## src/rtl/write_back_stage.sv

```systemverilog
// write_back_stage -- final RV32 pipeline stage.
// Latches one write-back bundle, selects ALU result, extracted load data or
// PC+4, and drives the registered register-file write port. Loads hold the
// stage in WAIT_MEM until the data-memory response arrives. Counts retires.
// Ports:
//   clk, reset_n (sync, active-low)
//   in_valid/in_ready                  upstream handshake
//   in_reg_write_en, in_reg_store_sel  write-back control
//   in_rd, in_alu_result, in_pc, in_funct3  bundle fields
//   mem_rsp_valid, mem_rsp_data        data-memory read response
//   rf_we, rf_waddr, rf_wdata          register-file write port (registered)
//   retire, instret                    retire pulse and counter
package write_back_pkg;
  typedef enum logic [1:0] {
    WRITE_BACK_SEL_ALU = 2'd0,
    WRITE_BACK_SEL_MEM = 2'd1,
    WRITE_BACK_SEL_PC  = 2'd2
  } write_back_select_t;
endpackage

module write_back_stage
  import write_back_pkg::*;
#(
  parameter int unsigned XLEN      = 32,
  parameter int unsigned INSTRET_W = 64
) (
  input  logic                 clk,
  input  logic                 reset_n,
  input  logic                 in_valid,
  output logic                 in_ready,
  input  logic                 in_reg_write_en,
  input  write_back_select_t   in_reg_store_sel,
  input  logic [4:0]           in_rd,
  input  logic [XLEN-1:0]      in_alu_result,
  input  logic [XLEN-1:0]      in_pc,
  input  logic [2:0]           in_funct3,
  input  logic                 mem_rsp_valid,
  input  logic [XLEN-1:0]      mem_rsp_data,
  output logic                 rf_we,
  output logic [4:0]           rf_waddr,
  output logic [XLEN-1:0]      rf_wdata,
  output logic                 retire,
  output logic [INSTRET_W-1:0] instret
);

  typedef enum logic {IDLE, WAIT_MEM} state_t;

  state_t                r_state;
  state_t                w_state_next;

  // Load context captured on accept, consumed when the response arrives.
  logic                  r_ld_we;
  logic [4:0]            r_ld_rd;
  logic [1:0]            r_ld_off;
  logic [2:0]            r_ld_funct3;

  logic                  r_rf_we;
  logic [4:0]            r_rf_waddr;
  logic [XLEN-1:0]       r_rf_wdata;
  logic                  r_retire;
  logic [INSTRET_W-1:0]  r_instret;

  logic                  w_accept;
  logic                  w_done_imm;
  logic                  w_done_mem;
  logic                  w_complete;
  logic                  w_we;
  logic [4:0]            w_waddr;
  logic [XLEN-1:0]       w_wdata;
  logic [7:0]            w_byte;
  logic [15:0]           w_half;
  logic [XLEN-1:0]       w_load;

  assign w_accept   = in_valid && in_ready;
  assign w_done_imm = w_accept && (in_reg_store_sel != WRITE_BACK_SEL_MEM);
  assign w_done_mem = (r_state == WAIT_MEM) && mem_rsp_valid;
  assign w_complete = w_done_imm || w_done_mem;

  // State register
  always_ff @(posedge clk) begin
    if (!reset_n) r_state <= IDLE;
    else          r_state <= w_state_next;
  end

  // Next-state logic
  always_comb begin
    w_state_next = r_state;
    case (r_state)
      IDLE:     if (w_accept && in_reg_store_sel == WRITE_BACK_SEL_MEM) w_state_next = WAIT_MEM;
      WAIT_MEM: if (mem_rsp_valid) w_state_next = IDLE;
      default:  w_state_next = IDLE;
    endcase
  end

  // Output logic: ready depends on state only
  always_comb begin
    in_ready = (r_state == IDLE);
  end

  // Load alignment and extension
  always_comb begin
    w_byte = mem_rsp_data[7:0];
    case (r_ld_off)
      2'd0: w_byte = mem_rsp_data[7:0];
      2'd1: w_byte = mem_rsp_data[15:8];
      2'd2: w_byte = mem_rsp_data[23:16];
      2'd3: w_byte = mem_rsp_data[31:24];
      default: w_byte = mem_rsp_data[7:0];
    endcase
    w_half = r_ld_off[1] ? mem_rsp_data[31:16] : mem_rsp_data[15:0];
    case (r_ld_funct3)
      3'b000:  w_load = {{(XLEN-8){w_byte[7]}}, w_byte};
      3'b100:  w_load = {{(XLEN-8){1'b0}}, w_byte};
      3'b001:  w_load = {{(XLEN-16){w_half[15]}}, w_half};
      3'b101:  w_load = {{(XLEN-16){1'b0}}, w_half};
      default: w_load = mem_rsp_data;
    endcase
  end

  // Write-port source: a pending load completes only in WAIT_MEM, when no
  // accept can happen, so the two completion sources never coincide.
  always_comb begin
    w_we    = in_reg_write_en && (in_rd != 5'd0);
    w_waddr = in_rd;
    w_wdata = (in_reg_store_sel == WRITE_BACK_SEL_PC) ? (in_pc + 32'd4) : in_alu_result;
    if (w_done_mem) begin
      w_we    = r_ld_we && (r_ld_rd != 5'd0);
      w_waddr = r_ld_rd;
      w_wdata = w_load;
    end
  end

  // Load context capture
  always_ff @(posedge clk) begin
    if (!reset_n) begin
      r_ld_we     <= 1'b0;
      r_ld_rd     <= '0;
      r_ld_off    <= '0;
      r_ld_funct3 <= '0;
    end else if (w_accept) begin
      r_ld_we     <= in_reg_write_en;
      r_ld_rd     <= in_rd;
      r_ld_off    <= in_alu_result[1:0];
      r_ld_funct3 <= in_funct3;
    end
  end

  // Register-file write port and retire accounting
  always_ff @(posedge clk) begin
    if (!reset_n) begin
      r_rf_we    <= 1'b0;
      r_rf_waddr <= '0;
      r_rf_wdata <= '0;
      r_retire   <= 1'b0;
      r_instret  <= '0;
    end else begin
      r_rf_we  <= w_complete && w_we;
      r_retire <= w_complete;
      if (w_complete) begin
        r_rf_waddr <= w_waddr;
        r_rf_wdata <= w_wdata;
        r_instret  <= r_instret + INSTRET_W'(1);
      end
    end
  end

  assign rf_we    = r_rf_we;
  assign rf_waddr = r_rf_waddr;
  assign rf_wdata = r_rf_wdata;
  assign retire   = r_retire;
  assign instret  = r_instret;

endmodule

```

## config.mk

```make
export PLATFORM = sky130hd
export DESIGN_NAME = write_back_stage
export DESIGN_NICKNAME = d
export VERILOG_FILES = /design/src/rtl/write_back_stage.sv
export SDC_FILE = /design/constraint.sdc
export NUM_CORES = 1
export LEC_CHECK = 0
export ABC_AREA = 1
export CAP_MARGIN = 20
export CORE_MARGIN = 4
export CORE_UTILIZATION = 55
export CTS_BUF_LIST = sky130_fd_sc_hd__clkbuf_4
export DETAILED_ROUTE_END_ITERATION = 8
export PLACE_DENSITY = 0.9
export SETUP_SLACK_MARGIN = 0.05
export SLEW_MARGIN = 20
export SYNTH_ARGS = -nofsm -noshare
export SYNTH_HDL_FRONTEND = slang
export SYNTH_SLANG_ARGS = --single-unit
export TNS_END_PERCENT = 1
```

## constraint.sdc

```tcl
create_clock -name clk -period 4.85 [get_ports clk]
set_clock_uncertainty 0.1 [all_clocks]
set_input_delay 0.97 -clock clk [delete_from_list [all_inputs] [get_ports clk]]
set_output_delay 0.97 -clock clk [all_outputs]
set_load 0.005 [all_outputs]
```

==> tab_implementation.tex, run 1 <==
\begin{tabular}{lr}
\hline
Metric & Value \\
\hline
\multicolumn{2}{l}{\textbf{Power and ir drop}} \\
\quad Power density cells & around 220 mW/mm² \\
\quad Total power draw & 2243 µW \\
\quad Worst IR Drop VDD & about 0.13 mV \\
\quad Leak & about 0.004 µW \\
\multicolumn{2}{l}{\textbf{Finish}} \\
\quad Leading cell type in the layout, fill and taps excluded & sky130\_fd\_sc\_hd\_\_nand2\_1 \\
\quad Number of non-filler instances in the completed layout & 1778 \\
\quad Fill cell instance count of the final layout & roughly 1200 \\
\quad Final Net Count & 1697 \\
\quad End-of-flow core utilization & 0.7441 \\
\quad Area growth, synth to finish & 31.65\% \\
\quad Commonest cells after routing, fill and taps aside & sky130\_fd\_sc\_hd\_\_nand2\_1 (508), sky130\_fd\_sc\_hd\_\_nor2\_1 (238), sky130\_fd\_sc\_hd\_\_clkdlybuf4s50\_1 (214) \\
\quad Share of post-route cells with drive strength above 1 & 0.04634 \\
\multicolumn{2}{l}{\textbf{Detailed routing}} \\
\quad Mean number of vias per cell & 5.698 \\
\quad Count of nets left with antenna violations after detail routing & 0 \\
\quad Drt first pass iters & 7 \\
\quad DR WL/cell & 17.77 µm \\
\quad Total number of vias & slightly above 10000 \\
\quad Overall routed net length & $\sim$32000 µm \\
\quad DRC violation count after routing & 0 \\
\quad Number of design-rule violations left by the first detailed-router iteration & 1167 \\
\multicolumn{2}{l}{\textbf{Die}} \\
\quad Die boundary height & roughly 130 µm \\
\quad Starting density of the core & 0.5652 \\
\quad CORE AREA & 0.01399 mm² \\
\quad Overall die width & roughly 130 µm \\
\quad Total I/O pin count & between 200 and 250 \\
\quad Die Outline Area & around 0.016 mm² \\
\quad Floorplan row count & 43 \\
\multicolumn{2}{l}{\textbf{Synthesis}} \\
\quad Library cell with the largest summed area after synthesis & sky130\_fd\_sc\_hd\_\_dfxtp\_1 \\
\quad Area share of the largest cell type after synthesis & 0.2912 \\
\quad Syn Nets & roughly 1500 \\
\quad Yosys Warn Count & 0 \\
\quad Cell count after synthesis & 1389 \\
\quad Portion of the post-synthesis area used by sequential elements & 0.2912 \\
\quad Average footprint of a synthesized cell & 5.692 µm² \\
\quad Cells taking the most area after synthesis & sky130\_fd\_sc\_hd\_\_dfxtp\_1 (29\%), sky130\_fd\_sc\_hd\_\_nand2\_1 (24\%), sky130\_fd\_sc\_hd\_\_nor2\_1 (11\%) \\
\quad Count of state elements after synthesis & around 120 \\
\quad Area of the mapped netlist & between 0.007 and 0.008 mm² \\
\quad Distinct cell type count after synthesis & 36 \\
\multicolumn{2}{l}{\textbf{Timing}} \\
\quad Unrepaired setup endpoints after global routing & no \\
\quad Hold violation total from the final report & 0 \\
\quad Measured slew at the worst slew-check pin & between 1 and 1.5 ns \\
\quad Slew Viols, Final & 0 \\
\quad Post-layout minimum cycle time & $\sim$3.3 ns \\
\quad Achievable frequency & 0.3005 GHz \\
\quad Max\_slew headroom & 0.2836 \\
\quad Setup Total Neg Slack & 0 ns \\
\quad Final Hold Slack & approximately 0.38 ns \\
\quad Number of setup violations in the final report & 0 \\
\quad Post-route fraction of the period consumed by the critical path & 0.6861 \\
\multicolumn{2}{l}{\textbf{Setup path}} \\
\quad Type of the worst setup path & primary input to flop \\
\quad Nature of the critical path startpoint & primary input \\
\quad Maximum net fanout on the critical path & 32 \\
\quad CP required & between 5 and 6 ns \\
\quad Endpoint kind of the worst setup timing path & flop \\
\quad Arrival time worst endpoint & between 3 and 4 ns \\
\multicolumn{2}{l}{\textbf{GRT}} \\
\quad First-pass GRT wire length & $\sim$49000 µm \\
\quad Via count of the first global-routing pass & approximately 9300 \\
\quad Total congestion overflow & 0 \\
\quad All-layer global routing usage & 0.3804 \\
\quad Largest net degree at the start of global routing & 46 \\
\quad Initial antenna violation count & 1 \\
\multicolumn{2}{l}{\textbf{Placed design}} \\
\quad Cell total after placement & 1745 \\
\quad Post-DP HPWL & between 20000 and 25000 µm \\
\quad Routability congestion estimate & 1.051 \\
\quad Port Buf Inserts & about 210 \\
\multicolumn{2}{l}{\textbf{CTS}} \\
\quad Number of buffers inserted by hold repair at cts & 0 \\
\quad CTS tree & built \\
\quad Largest buffer count on any clock path & 2 \\
\quad Root buffer selected by CTS & sky130\_fd\_sc\_hd\_\_clkbuf\_4 \\
\quad Sinks on the clock net & between 100 and 150 \\
\quad Post-CTS setup buffer count & 0 \\
\quad CTS H-tree depth & 4 \\
\quad Quantity of gates resized following cts & 0 \\
\quad TritonCTS buffer count & 17 \\
\quad CTS clock-pin slew for the worst setup and hold paths & approximately 0.13 ns \\
\quad Source-to-sink clock delay at the later pin of the worst-skew pair & 0.58 ns \\
\multicolumn{2}{l}{\textbf{Flow run}} \\
\quad Count of maximum capacitance violations & 0 \\
\multicolumn{2}{l}{\textbf{Hold path}} \\
\quad Hold WC Path Type & flop to flop \\
\multicolumn{2}{l}{\textbf{Status}} \\
\quad Status & complete, no violations \\
\hline
\end{tabular}
==> stage by stage <==
stage	setup slack (ns)	cell area [µm²]
5_1_grt	1.347	10410
3_5_place_dp	1.029	10120
4_1_cts	1.645	10410
3_3_place_gp	1.148	10120
6_report	1.522	10410
2_1_floorplan	2.685	7906
==> registers in the layout, indices dropped and copies added, names as in the netlist <==
| name | count |
|---|---|
| r_ld_funct3 | 3 |
| r_ld_off | 2 |
| rf_waddr | 5 |
| r_ld_rd | 5 |
| rf_we | 1 |
| r_ld_we | 1 |
| retire | 1 |
| rf_wdata | 32 |
| instret | 64 |
| r_state | 1 |
==> Yosys cell counts (all sizes together) <==
cell    count
nor3       11
o21ai      85
a21oi      97
dfxtp     115
a31oi       6
nand2     517
xor2        9
o211ai     15
nor4        2
nand3b      8
nor2      252
nand4       5
a211oi      6
a311oi      1
and2        2
a22oi       3
clkbuf     26
ha          2
o221ai      1
inv       121
a21boi      1
xnor2      14
o21a        5
buf        18
nand3      67
==> logic make-up after synthesis <==
group	share of synthesized area
DFF	0.2912
AOI/OAI and AO/OA	0.1507
buffers and inverters	0.08292
and+or+nand+nor	0.4466
adders and majority gates	0.003165
xor gates and xnor gates	0.02548
==> worst max-delay path, cell delays in order <==
cell	delay [ns]
sky130_fd_sc_hd__clkdlybuf4s50_1	0.49
sky130_fd_sc_hd__inv_2	0.06
sky130_fd_sc_hd__nor2_4	0.16
sky130_fd_sc_hd__nand2_4	0.23
sky130_fd_sc_hd__nand2_4	0.44
sky130_fd_sc_hd__inv_2	0.29
sky130_fd_sc_hd__nor2_1	0.66
sky130_fd_sc_hd__o21ai_0	0.23
sky130_fd_sc_hd__inv_1	0.09
sky130_fd_sc_hd__nand2_1	0.06
sky130_fd_sc_hd__nand2_1	0.05
==> path summary, 6_finish.rpt <==
check,depth (start not counted),start,slack (ns),to
setup / recovery,11,in_valid,1.52,rf_wdata[29]
hold / removal,2,rf_wdata[31],0.38,rf_wdata[31]
setup reg to reg,9,r_state,2.05,rf_wdata[29]
hold reg to reg,2,rf_wdata[31],0.38,rf_wdata[31]
==> power breakdown <==
group          switching, µW  internal (µW)
Combinational            256            206
Sequential              37.0            983
Clock                    485            277
Total                    778           1460
==> per-layer routing <==
metal,up-vias,track usage,share of wire
met2,664,0.6309,0.47
met5,-,0,0
li1,4809,-,-
met3,127,0.07833,0.10
met1,4531,0.4663,0.38
met4,0,0.1941,0.053
==> layout make-up <==
cell class | instances | area [µm²] | share of cell area
inverters | 121 | 454.2 | 0.04364
repair buffers | 220 | 2187 | 0.2101
multi-input cells | 1109 | 4951 | 0.4757
well taps | 180 | 225.2 | 0.02164
clock buffers | 17 | 127.6 | 0.01226
clock inverters | 15 | 158.9 | 0.01527
diodes | 1 | 2.502 | 0.0002404
flip-flops and latches | 115 | 2302 | 0.2212
No activity file was read; power rests on OpenSTA's default activity.
==> inputs of run 2 (changes only) <==
CORE_UTILIZATION = 46   (was 55)
PLACE_DENSITY = 0.8   (was 0.9)
clock period = 2.8 ns   (was 4.85 ns; I/O delays follow)
==> run 2 against run 1 <==
Critical path depth shrank 10. Total power grew 74%. Design area is 1.6% higher. Clock power is 72% higher. Flip-flop and latch count did not move. Combinational power is 80% higher. Hold slack hardly changed. Die area grew 18%. Worst setup slack lost 1.1 ns. Wire length grew 3.0%. Register-to-register slack worse by 1.5 ns. Largest cell class unchanged.
==> tab_implementation.tex, run 2 (synthesis results as in run 1) <==
\begin{tabular}{lr}
\hline
Metric & Value \\
\hline
\multicolumn{2}{l}{\textbf{Status}} \\
\quad Status & complete, no violations \\
\multicolumn{2}{l}{\textbf{GRT}} \\
\quad Met2 usage in global routing & 0.5523 \\
\quad Initial antenna violation count & 1 \\
\quad GRT met1 Usage & 0.4122 \\
\quad Total congestion overflow & 0 \\
\quad Largest net degree at the start of global routing & 53 \\
\quad All-layer global routing usage & 0.3277 \\
\quad Fraction of met3 tracks used by global routing & 0.07034 \\
\quad First-pass GRT wire length & $\sim$50000 µm \\
\quad Layer with the highest usage & met2 \\
\quad Via count of the first global-routing pass & 9201 \\
\multicolumn{2}{l}{\textbf{CTS}} \\
\quad Source-to-sink clock delay at the later pin of the worst-skew pair & between 0.5 and 0.6 ns \\
\quad CTS clock-pin slew for the worst setup and hold paths & 0.14 ns \\
\quad Root buffer selected by CTS & sky130\_fd\_sc\_hd\_\_clkbuf\_4 \\
\quad CTS tree & built \\
\quad CTS H-tree depth & 4 \\
\quad TritonCTS buffer count & 17 \\
\quad Sinks on the clock net & between 100 and 150 \\
\quad Post-CTS setup buffer count & 0 \\
\quad Number of buffers inserted by hold repair at cts & 0 \\
\quad Quantity of gates resized following cts & 0 \\
\quad Largest buffer count on any clock path & 2 \\
\multicolumn{2}{l}{\textbf{Detailed routing}} \\
\quad DR WL/cell & between 15 and 20 µm \\
\quad Mean number of vias per cell & around 5.4 \\
\quad Number of design-rule violations left by the first detailed-router iteration & 946 \\
\quad Total number of vias & between 9000 and 10000 \\
\quad Drt first pass iters & 6 \\
\quad Count of nets left with antenna violations after detail routing & 0 \\
\quad Overall routed net length & around 33000 µm \\
\quad DRC violation count after routing & 0 \\
\multicolumn{2}{l}{\textbf{Power and ir drop}} \\
\quad Worst IR Drop VDD & 0.2768 mV \\
\quad Power density cells & 368.8 mW/mm² \\
\quad Leak & 0.004069 µW \\
\multicolumn{2}{l}{\textbf{Finish}} \\
\quad Fill cell instance count of the final layout & 1658 \\
\quad End-of-flow core utilization & 0.6329 \\
\quad Area growth, synth to finish & 33.69\% \\
\quad Leading cell type in the layout, fill and taps excluded & sky130\_fd\_sc\_hd\_\_nand2\_1 \\
\quad Share of post-route cells with drive strength above 1 & 0.05404 \\
\quad Sequential cell area in the final layout & $\sim$0.0023 mm² \\
\quad Area of combinational cells with multiple inputs & 0.004951 mm² \\
\quad Max FFs per register & 64 \\
\quad Commonest cells after routing, fill and taps aside & sky130\_fd\_sc\_hd\_\_nand2\_1 (508), sky130\_fd\_sc\_hd\_\_nor2\_1 (238), sky130\_fd\_sc\_hd\_\_clkdlybuf4s50\_1 (214) \\
\quad Final Net Count & between 1500 and 2000 \\
\multicolumn{2}{l}{\textbf{Die}} \\
\quad Die Outline Area & just under 0.02 mm² \\
\quad Starting density of the core & 0.4734 \\
\quad Die boundary height & roughly 140 µm \\
\quad CORE AREA & roughly 0.017 mm² \\
\quad Floorplan row count & 47 \\
\quad Overall die width & 139.1 µm \\
\quad Total I/O pin count & between 200 and 250 \\
\multicolumn{2}{l}{\textbf{Hold path}} \\
\quad Endpoint of the worst hold-timing path & r\_ld\_rd[4] \\
\quad Hold WC Path Type & flop to flop \\
\quad Hold Startpoint & r\_ld\_rd[4] \\
\quad Worst hold stages & 2 \\
\multicolumn{2}{l}{\textbf{Setup path}} \\
\quad Arrival time worst endpoint & between 1.5 and 2 ns \\
\quad Nature of the critical path startpoint & flop \\
\quad Kind of cell with the highest combined delay on the critical path & buffers and inverters \\
\quad Slowest-stage cell, CP & sky130\_fd\_sc\_hd\_\_clkdlybuf4s50\_1 \\
\quad CP required & between 2 and 2.5 ns \\
\quad Endpoint kind of the worst setup timing path & output pin \\
\quad End of the worst register-to-register path & instret[60] \\
\quad Worst reg2reg path startpoint & instret[0] \\
\quad Delay of the slowest cell on the worst path & between 0.5 and 0.6 ns \\
\quad Buffers plus inverters on the worst setup path & 1 \\
\quad Cell breakdown of the critical path & clkdlybuf4s50\_1 \\
\quad Type of the worst setup path & flop to output pin \\
\quad Register-to-Register Setup Slack & $\sim$0.52 ns \\
\quad Register-to-Register Path Depth & 10 \\
\quad Maximum net fanout on the critical path & 8 \\
\multicolumn{2}{l}{\textbf{Timing}} \\
\quad Post-route fraction of the period consumed by the critical path & 0.8436 \\
\quad Number of setup violations in the final report & 0 \\
\quad Setup Total Neg Slack & 0 ns \\
\quad Hold violation total from the final report & 0 \\
\quad Post-layout minimum cycle time & 2.362 ns \\
\quad Max\_slew headroom & 0.4962 \\
\quad Measured slew at the worst slew-check pin & 0.7539 ns \\
\quad Unrepaired setup endpoints after global routing & no \\
\quad Achievable frequency & about 0.42 GHz \\
\quad Slew Viols, Final & 0 \\
\multicolumn{2}{l}{\textbf{Placed design}} \\
\quad Post-DP HPWL & $\sim$26000 µm \\
\quad Routability congestion estimate & 0.9876 \\
\quad Port Buf Inserts & 214 \\
\multicolumn{2}{l}{\textbf{Flow run}} \\
\quad Count of maximum capacitance violations & 0 \\
\hline
\end{tabular}
-- run 2: cell count changes in the layout (fill, tap and decap cells not counted), sizes merged --
cell,delta
clkinvlp,-1
inv,+1
buf,+13
-- run 2: per-stage QoR --
| stage | area, µm² | hold WS [ns] | setup slack [ns] | power (µW) | cells |
|---|---|---|---|---|---|
| 2_1_floorplan | 7906 | 0.3415 | 1.010 | 2150 | 1389 |
| 3_3_place_gp | 10280 | 0.3528 | 0.2634 | 2604 | 1798 |
| 3_5_place_dp | 10280 | 0.3598 | 0.2255 | 2606 | 1798 |
| 4_1_cts | 10570 | 0.3837 | 0.4196 | 3891 | 1830 |
| 5_1_grt | 10570 | 0.4081 | 0.3492 | 4053 | 1831 |
| 6_report | 10570 | 0.3824 | 0.4380 | 3899 | 1831 |
-- run 2: routing by layer --
metal  wire, µm  part of all wire
met1      13530              0.42
met4       1142             0.035
met2      15330              0.47
met5          0                 0
met3       2553             0.078
-- run 2: report_power, final --
part	switching [µW]	internal, µW
sequential	55.9	1700
clock	830	483
combinational	455	373
-- run 2: worst max path at each step --
stage / from / endpoint / depth (start not counted)
floorplan: instret[0] / instret[48] / 10
global placement: in_pc[2] / rf_wdata[16] / 8
detailed placement: in_pc[2] / rf_wdata[12] / 10
CTS: instret[0] / instret[0] / 1
global route: instret[0] / instret[0] / 1
finish: instret[0] / instret[0] / 1
-- run 2: area by class of cell --
type | instances | share of cell area
Sequential cell | 115 | 0.2178
Timing Repair Buffer | 233 | 0.2173
Clock buffer | 17 | 0.01207
Clock inverter | 15 | 0.01515
Tap cell | 220 | 0.02604
Antenna cell | 1 | 0.0002367
Inverter | 121 | 0.04297
Multi-Input combinational cell | 1109 | 0.4684
